--- src/rtl/qspi_cmd_engine.sv ---
// QSPI command engine: issues an opcode, optional 24-bit address, dummy
// clocks and a multi-byte read in SPI mode 0 on 1, 2 or 4 lanes.
module qspi_cmd_engine #(
    parameter int CLK_DIV = 2,
    parameter int LEN_W   = 8,
    parameter int CE_HIGH = 4
) (
    input  logic             clk,
    input  logic             rst_n,
    input  logic             start,
    input  logic [7:0]       cmd,
    input  logic [23:0]      addr,
    input  logic             addr_en,
    input  logic [3:0]       dummy_cycles,
    input  logic [LEN_W-1:0] rd_len,
    input  logic [1:0]       lane_mode,
    output logic             busy,
    output logic             done,
    output logic [7:0]       rd_data,
    output logic             rd_valid,
    output logic             sclk,
    output logic             ce_n,
    output logic [3:0]       dq_o,
    output logic [3:0]       dq_oe,
    input  logic [3:0]       dq_i
);
    localparam int HALF = (CLK_DIV < 2) ? 1 : CLK_DIV / 2;
    localparam int DW   = (HALF > 1) ? $clog2(HALF) : 1;
    localparam int GW   = (CE_HIGH > 1) ? $clog2(CE_HIGH) : 1;
    localparam logic [DW-1:0] DIV_LAST = DW'(HALF - 1);
    localparam logic [GW-1:0] GAP_LAST = GW'((CE_HIGH > 0) ? CE_HIGH - 1 : 0);

    typedef enum logic [2:0] {IDLE, CMD, ADDR, DUMMY, DATA, END, GAP} state_t;

    state_t           state, nxt, after_cmd, after_addr, after_dummy;
    logic [23:0]      addr_q, sh, sh_nx;
    logic             a_en;
    logic [3:0]       dummy_q;
    logic [LEN_W-1:0] len_q, bytes_left;
    logic [1:0]       lm;
    logic [4:0]       cnt;           // sclk cycles left in phase (or in byte during DATA)
    logic [DW-1:0]    div;
    logic [GW-1:0]    gap;
    logic [7:0]       rx, rx_nx;
    logic             dual, quad, tick, rise, fall, last_cyc;
    logic [3:0]       out_nx, addr_out, addr_oe;
    logic [4:0]       addr_cyc, byte_cyc;

    assign dual     = (lm == 2'd1);
    assign quad     = (lm == 2'd2);
    assign tick     = (div == DIV_LAST);
    assign rise     = tick && !sclk;
    assign fall     = tick && sclk;
    assign last_cyc = (cnt == 5'd1);

    assign addr_out = quad ? addr_q[23:20] : dual ? {2'b00, addr_q[23:22]} : {3'b000, addr_q[23]};
    assign addr_oe  = quad ? 4'b1111 : dual ? 4'b0011 : 4'b0001;
    assign addr_cyc = quad ? 5'd6 : dual ? 5'd12 : 5'd24;
    assign byte_cyc = quad ? 5'd2 : dual ? 5'd4 : 5'd8;
    assign rx_nx    = quad ? {rx[3:0], dq_i} : dual ? {rx[5:0], dq_i[1:0]} : {rx[6:0], dq_i[1]};

    assign after_dummy = (len_q != '0) ? DATA : END;
    assign after_addr  = (dummy_q != 4'd0) ? DUMMY : after_dummy;
    assign after_cmd   = a_en ? ADDR : after_addr;

    // Next phase once the current one has shifted its last sclk cycle
    always_comb begin
        nxt = END;
        case (state)
            CMD:     nxt = after_cmd;
            ADDR:    nxt = after_addr;
            DUMMY:   nxt = after_dummy;
            default: nxt = END;
        endcase
    end

    // Shift register advance and the lane bits it presents next (opcode is always single lane)
    always_comb begin
        sh_nx  = sh << 1;
        out_nx = {3'b000, sh_nx[23]};
        if (state == ADDR && quad) begin
            sh_nx  = sh << 4;
            out_nx = sh_nx[23:20];
        end else if (state == ADDR && dual) begin
            sh_nx  = sh << 2;
            out_nx = {2'b00, sh_nx[23:22]};
        end
    end

    // Transaction FSM with registered pin and status outputs
    always_ff @(posedge clk or negedge rst_n) begin
        if (!rst_n) begin
            state      <= IDLE;
            addr_q     <= '0;
            a_en       <= 1'b0;
            dummy_q    <= '0;
            len_q      <= '0;
            lm         <= '0;
            sh         <= '0;
            cnt        <= '0;
            bytes_left <= '0;
            div        <= '0;
            gap        <= '0;
            rx         <= '0;
            busy       <= 1'b0;
            done       <= 1'b0;
            rd_data    <= '0;
            rd_valid   <= 1'b0;
            sclk       <= 1'b0;
            ce_n       <= 1'b1;
            dq_o       <= '0;
            dq_oe      <= '0;
        end else begin
            done     <= 1'b0;
            rd_valid <= 1'b0;
            case (state)
                IDLE: if (start) begin
                    addr_q  <= addr;
                    a_en    <= addr_en;
                    dummy_q <= dummy_cycles;
                    len_q   <= rd_len;
                    lm      <= lane_mode;
                    sh      <= {cmd, 16'h0000};
                    cnt     <= 5'd8;
                    dq_o    <= {3'b000, cmd[7]};
                    dq_oe   <= 4'b0001;
                    ce_n    <= 1'b0;
                    busy    <= 1'b1;
                    sclk    <= 1'b0;
                    div     <= '0;
                    state   <= CMD;
                end
                CMD, ADDR, DUMMY, DATA: begin
                    div <= tick ? '0 : div + DW'(1);
                    if (tick)
                        sclk <= ~sclk;
                    // Flash drives on falling sclk, so sample on the cycle sclk rises
                    if (rise && state == DATA) begin
                        rx <= rx_nx;
                        if (last_cyc) begin
                            rd_data  <= rx_nx;
                            rd_valid <= 1'b1;
                        end
                    end
                    if (fall) begin
                        if (!last_cyc) begin
                            cnt <= cnt - 5'd1;
                            if (state == CMD || state == ADDR) begin
                                sh   <= sh_nx;
                                dq_o <= out_nx;
                            end
                        end else if (state == DATA && bytes_left != LEN_W'(1)) begin
                            cnt        <= byte_cyc;
                            bytes_left <= bytes_left - LEN_W'(1);
                        end else begin
                            state <= (state == DATA) ? END : nxt;
                            if (state != DATA) begin
                                case (nxt)
                                    ADDR: begin
                                        sh    <= addr_q;
                                        cnt   <= addr_cyc;
                                        dq_o  <= addr_out;
                                        dq_oe <= addr_oe;
                                    end
                                    DUMMY: begin
                                        cnt   <= {1'b0, dummy_q};
                                        dq_o  <= '0;
                                        dq_oe <= '0;
                                    end
                                    DATA: begin
                                        cnt        <= byte_cyc;
                                        bytes_left <= len_q;
                                        dq_o       <= '0;
                                        dq_oe      <= '0;
                                    end
                                    default: ;
                                endcase
                            end
                        end
                    end
                end
                END: begin
                    // Hold sclk low for a half period before releasing the flash
                    if (div == DIV_LAST) begin
                        div   <= '0;
                        ce_n  <= 1'b1;
                        dq_oe <= '0;
                        done  <= 1'b1;
                        busy  <= 1'b0;
                        gap   <= GAP_LAST;
                        state <= GAP;
                    end else begin
                        div <= div + DW'(1);
                    end
                end
                GAP: begin
                    if (gap == '0)
                        state <= IDLE;
                    else
                        gap <= gap - GW'(1);
                end
                default: state <= IDLE;
            endcase
        end
    end
endmodule

--- config.mk ---
export PLATFORM = sky130hd
export DESIGN_NAME = qspi_cmd_engine
export DESIGN_NICKNAME = d
export VERILOG_FILES = /design/src/rtl/qspi_cmd_engine.sv
export SDC_FILE = /design/constraint.sdc
export NUM_CORES = 1
export LEC_CHECK = 0
export ABC_AREA = 1
export BUFFER_PORTS_ARGS = -buffer_cell sky130_fd_sc_hd__buf_2
export CAP_MARGIN = 20
export CORE_MARGIN = 2
export CORE_UTILIZATION = 53
export CTS_BUF_LIST = sky130_fd_sc_hd__clkbuf_8 sky130_fd_sc_hd__clkbuf_16
export DETAILED_ROUTE_END_ITERATION = 16
export PLACE_DENSITY_LB_ADDON = 0.15
export SLEW_MARGIN = 20
export SYNTH_ARGS = -nofsm -noshare
export SYNTH_HDL_FRONTEND = slang
export SYNTH_SLANG_ARGS = --single-unit
--- constraint.sdc ---
create_clock -name clk -period 1.9 [get_ports clk]
set_input_delay 0 -clock clk [delete_from_list [all_inputs] [get_ports clk]]
set_output_delay 0 -clock clk [all_outputs]
set_load 0.05 [all_outputs]
==> impl_metrics.sql <==
INSERT INTO impl_metrics (metric_group, metric, value, unit) VALUES
('status', 'status', 'finished, violations left', ''),
('status', 'violated_checks', 'setup timing', ''),
('synth', 'synth_compound_area_share', '17.4', '%'),
('floorplanning', 'num_io_pins', '75', ''),
('synth', 'synth.yosys.warnings', '0', ''),
('hold_path', 'min_path_type', 'in2reg', ''),
('placement', 'post-place-cells', '1009', ''),
('critical_path', 'critPathLaunchType', 'flip-flop', ''),
('timing', 'finalMaxSlewViolations', '0', ''),
('synth', 'netlist_area', '5940', 'um2'),
('floorplanning', 'std_cell_rows', '38', ''),
('detailed_routing', 'detailroute.via_count', '5977', ''),
('timing', 'worst_slack', '-0.0330', 'ns'),
('layout', 'multiInputGateArea', '2910', 'um2'),
('critical_path', 'end_kind', 'flip-flop', ''),
('clocking', 'path_clk_slew', '0.10', 'ns'),
('synth', 'synth_edf_count', '0', ''),
('layout', 'layout.cells.most_common_list', '230 x nand2_1, 106 x dfrtp_1, 74 x buf_2', ''),
('timing', 'period_share', '102', '%'),
('power_and_ir_drop', 'pwr_density_cell', '1810', 'nW/um2'),
('floorplanning', 'core_area', '10900', 'um2'),
('layout', 'post_route_non_filler_standard_cell_count', '1105', ''),
('critical_path', 'worstSetupPathType', 'reg2reg', ''),
('layout', 'antenna_fix_cells', '0', ''),
('critical_path', 'timing.critical_path.arrival', '2.22', 'ns'),
('timing', 'final.setup.tns', '-0.306', 'ns'),
('detailed_routing', 'drtPass1Iterations', '5', ''),
('placement', 'hpwlAfterDp', '11000', 'um'),
('clocking', 'h_tree_levels', '3', ''),
('detailed_routing', 'drt-vias-per-instance', '5.41', ''),
('synth', 'adder_cell_area_share_of_the_yosys_netlist', '1.69', '%'),
('flow_run', 'drv.max_cap_violation_count', '0', ''),
('power_and_ir_drop', 'vdd_drop_max', '1000', 'uV'),
('floorplanning', 'start_util', '54.5', '%'),
('global_routing', 'grt_first_pass_wirelength', '26200', 'um'),
('synth', 'synth_cell_types', '39', ''),
('floorplanning', 'dieWidth', '110', 'um'),
('detailed_routing', 'initial_drc_count', '444', ''),
('synth', 'synth_top_family_by_area', 'simple AND/OR/NAND/NOR gates', ''),
('timing', 'timing.final.crit_period', '1.93', 'ns'),
('critical_path', 'crit_required', '2.19', 'ns'),
('synth', 'seq_area_frac_synth', '45.1', '%'),
('floorplanning', 'dieHeight', '110', 'um'),
('power_and_ir_drop', 'p_leak', '3.92', 'nW'),
('clocking', 'clock_tree.buffer_depth', '2', ''),
('critical_path', 'crit_fanout', '5', ''),
('synth', 'synthArstFlopShare', '100', '%'),
('placement', 'finalWeightedCongestion', '0.864', ''),
('timing', 'achievable-frequency', '517', 'MHz'),
('layout', 'synthToLayoutAreaGrowth', '34.8', '%'),
('floorplanning', 'dieArea', '12100', 'um2'),
('global_routing', 'antenna_found_initial', '0', ''),
('global_routing', 'vias_in_the_first_global_route', '5676', ''),
('clocking', 'clock_tree.root_cell', 'clkbuf_8', ''),
('clocking', 'cts_tree', 'yes', ''),
('timing', 'final_number_of_setup_violating_endpoints', '16', ''),
('synth', 'synth_xor_xnor_area_share', '0.885', '%'),
('synth', 'synth_simple_gate_area_share', '25.8', '%'),
('synth', 'synthesized_net_count', '847', ''),
('clocking', 'tritoncts.num_buffers', '9', ''),
('detailed_routing', 'detail_route.drc_violations', '0', ''),
('global_routing', 'grt_max_degree', '50', ''),
('clocking', 'tritoncts_num_sinks', '107', ''),
('layout', 'postLayoutCoreUtil', '73.5', '%'),
('detailed_routing', 'wirelength', '17100', 'um'),
('timing', 'relSlewSlack', '59.5', '%'),
('synth', 'ys_dominant_reg_cell', 'dfrtp_1', ''),
('global_routing', 'grt_util_all_layers', '27.9', '%'),
('synth', 'yosys-mux-area-fraction', '0.506', '%'),
('synth', 'synthCells', '785', ''),
('detailed_routing', 'post_drt_wl_per_cell', '15.5', 'um'),
('synth', 'flops_latches_synth', '107', ''),
('placement', 'buffer_ports.inserted', '74', ''),
('layout', 'final_layout_size_suffix_gt1_share', '25.2', '%'),
('synth', 'synthesis.area_per_instance', '7.56', 'um2'),
('layout', 'final_common_cell', 'nand2_1', ''),
('timing', 'rsz0062_at_grt', 'yes', ''),
('timing', 'final_hold_viol_count', '0', ''),
('global_routing', 'globalRouteOverflowTotal', '0', ''),
('clocking', 'insertion_delay', '0.39', 'ns'),
('layout', 'final_layout_fill_cell_count', '830', ''),
('timing', 'worst-slew-pin-transition', '0.603', 'ns'),
('detailed_routing', 'antenna_left', '0', ''),
('layout', 'final-seq-area', '2680', 'um2'),
('timing', 'finalClockSkew', '0.0123', 'ns'),
('layout', 'nets', '1022', '');
## registers in the layout, summed over array words and instances (netlist names)
| signal | count |
|---|---|
| done | 1 |
| cnt | 5 |
| len_q | 8 |
| busy | 1 |
| gap | 2 |
| addr_q | 24 |
| rd_data | 8 |
| rx | 7 |
| dummy_q | 4 |
| bytes_left | 8 |
| state | 3 |
| ce_n | 1 |
| lm | 2 |
| rd_valid | 1 |
| a_en | 1 |
| sclk | 1 |
| dq_oe | 3 |
| sh | 23 |
| dq_o | 4 |
## logic make-up after synthesis
kind of cell | after synthesis
adders and majority gates | 8
xor gates and xnor gates | 6
muxes | 3
buffers and inverters | 122
and+or+nand+nor | 360
DFF | 107
AOI/OAI and AO/OA | 179
## final cells by class
| cell class | count | share of cell area [%] |
|---|---|---|
| repair inverters | 1 | 0.0782 |
| multi-input cells | 556 | 36.4 |
| clock inverters | 7 | 1.45 |
| clock buffers | 9 | 1.55 |
| inverters | 86 | 4.24 |
| flip-flops and latches | 107 | 33.5 |
| repair buffers | 199 | 20.7 |
| well taps | 140 | 2.19 |
## what timing repair did
item | CTS | global route
setup endpoints to repair | 63 | 70
hold buffers | 52 | 0
setup buffers | 5 | 14
hold endpoints to repair | 132 | 0
gates resized for setup | 9 | 64
cloned | 0 | 9
pin swaps | 3 | 16
## synthesized netlist by cell type (5+ instances only)
library cell,instances,area share (%)
xor2_1,5,0.74
a31oi_1,5,0.53
ha_1,8,1.7
inv_2,11,0.70
o211ai_1,10,1.3
buf_6,5,0.95
clkbuf_1,22,1.4
dfrtp_1,106,45
nand4_1,7,0.74
nor3_1,19,1.6
nand2_2,13,1.4
a21oi_1,56,4.7
o21ai_2,16,2.4
inv_1,72,4.6
nand2_1,234,15
nor2_1,42,2.7
o21ai_1,10,0.84
o21ai_0,73,6.2
nand3_1,34,2.9
buf_2,5,0.42
## power breakdown
part	internal, mW	total (mW)	switching (mW)
registers	3.30	3.98	0.675
clock network	0.873	1.68	0.809
logic	3.48	8.82	5.34
total	7.65	14.5	6.83
## worst paths after layout
check	startpoint	to	cells after the start	slack [ns]
setup / recovery	state[1]	sh[11]	14	-0.03
hold / removal	start	sclk	5	0.07
setup reg to reg	state[1]	sh[11]	14	-0.03
hold reg to reg	dq_oe[0]	dq_oe[0]	2	0.47
max in group asynchronous	rst_n	sh[8]	3	1.06
min in group asynchronous	rst_n	rd_data[5]	2	0.10
## metrics by stage
stage | power, mW | setup slack (ns) | hold slack [ns] | area, um2
finish | 14.5 | -0.0330 | 0.0735 | 8000
global placement | 11.0 | -0.00656 | -0.0216 | 6720
floorplan | 9.07 | 0.0456 | -0.296 | 5940
detailed placement | 11.3 | -0.0756 | -0.0220 | 6720
global route | 15.5 | -0.153 | 0.0641 | 8000
CTS | 13.2 | 0.00501 | 0.0881 | 7550
## critical path, stage by stage, from the launching register on
cell       delay, ns
dfrtp_1         0.43
inv_2           0.12
nand2_4         0.07
nor2_1          0.09
inv_1           0.08
nor2_4          0.10
nor2_2          0.05
inv_1           0.07
nand2_2         0.07
a31oi_4         0.19
nand2_4         0.09
nor2_8          0.13
buf_4           0.16
clkbuf_16       0.14
o21ai_2         0.05
## routing by layer
metal  track usage, %  routed length, um
met5                0                  0
met4             11.9                340
met3             3.62                999
met2             46.5               8380
met1             36.4               7380
Power figures use the tool's default switching activity.
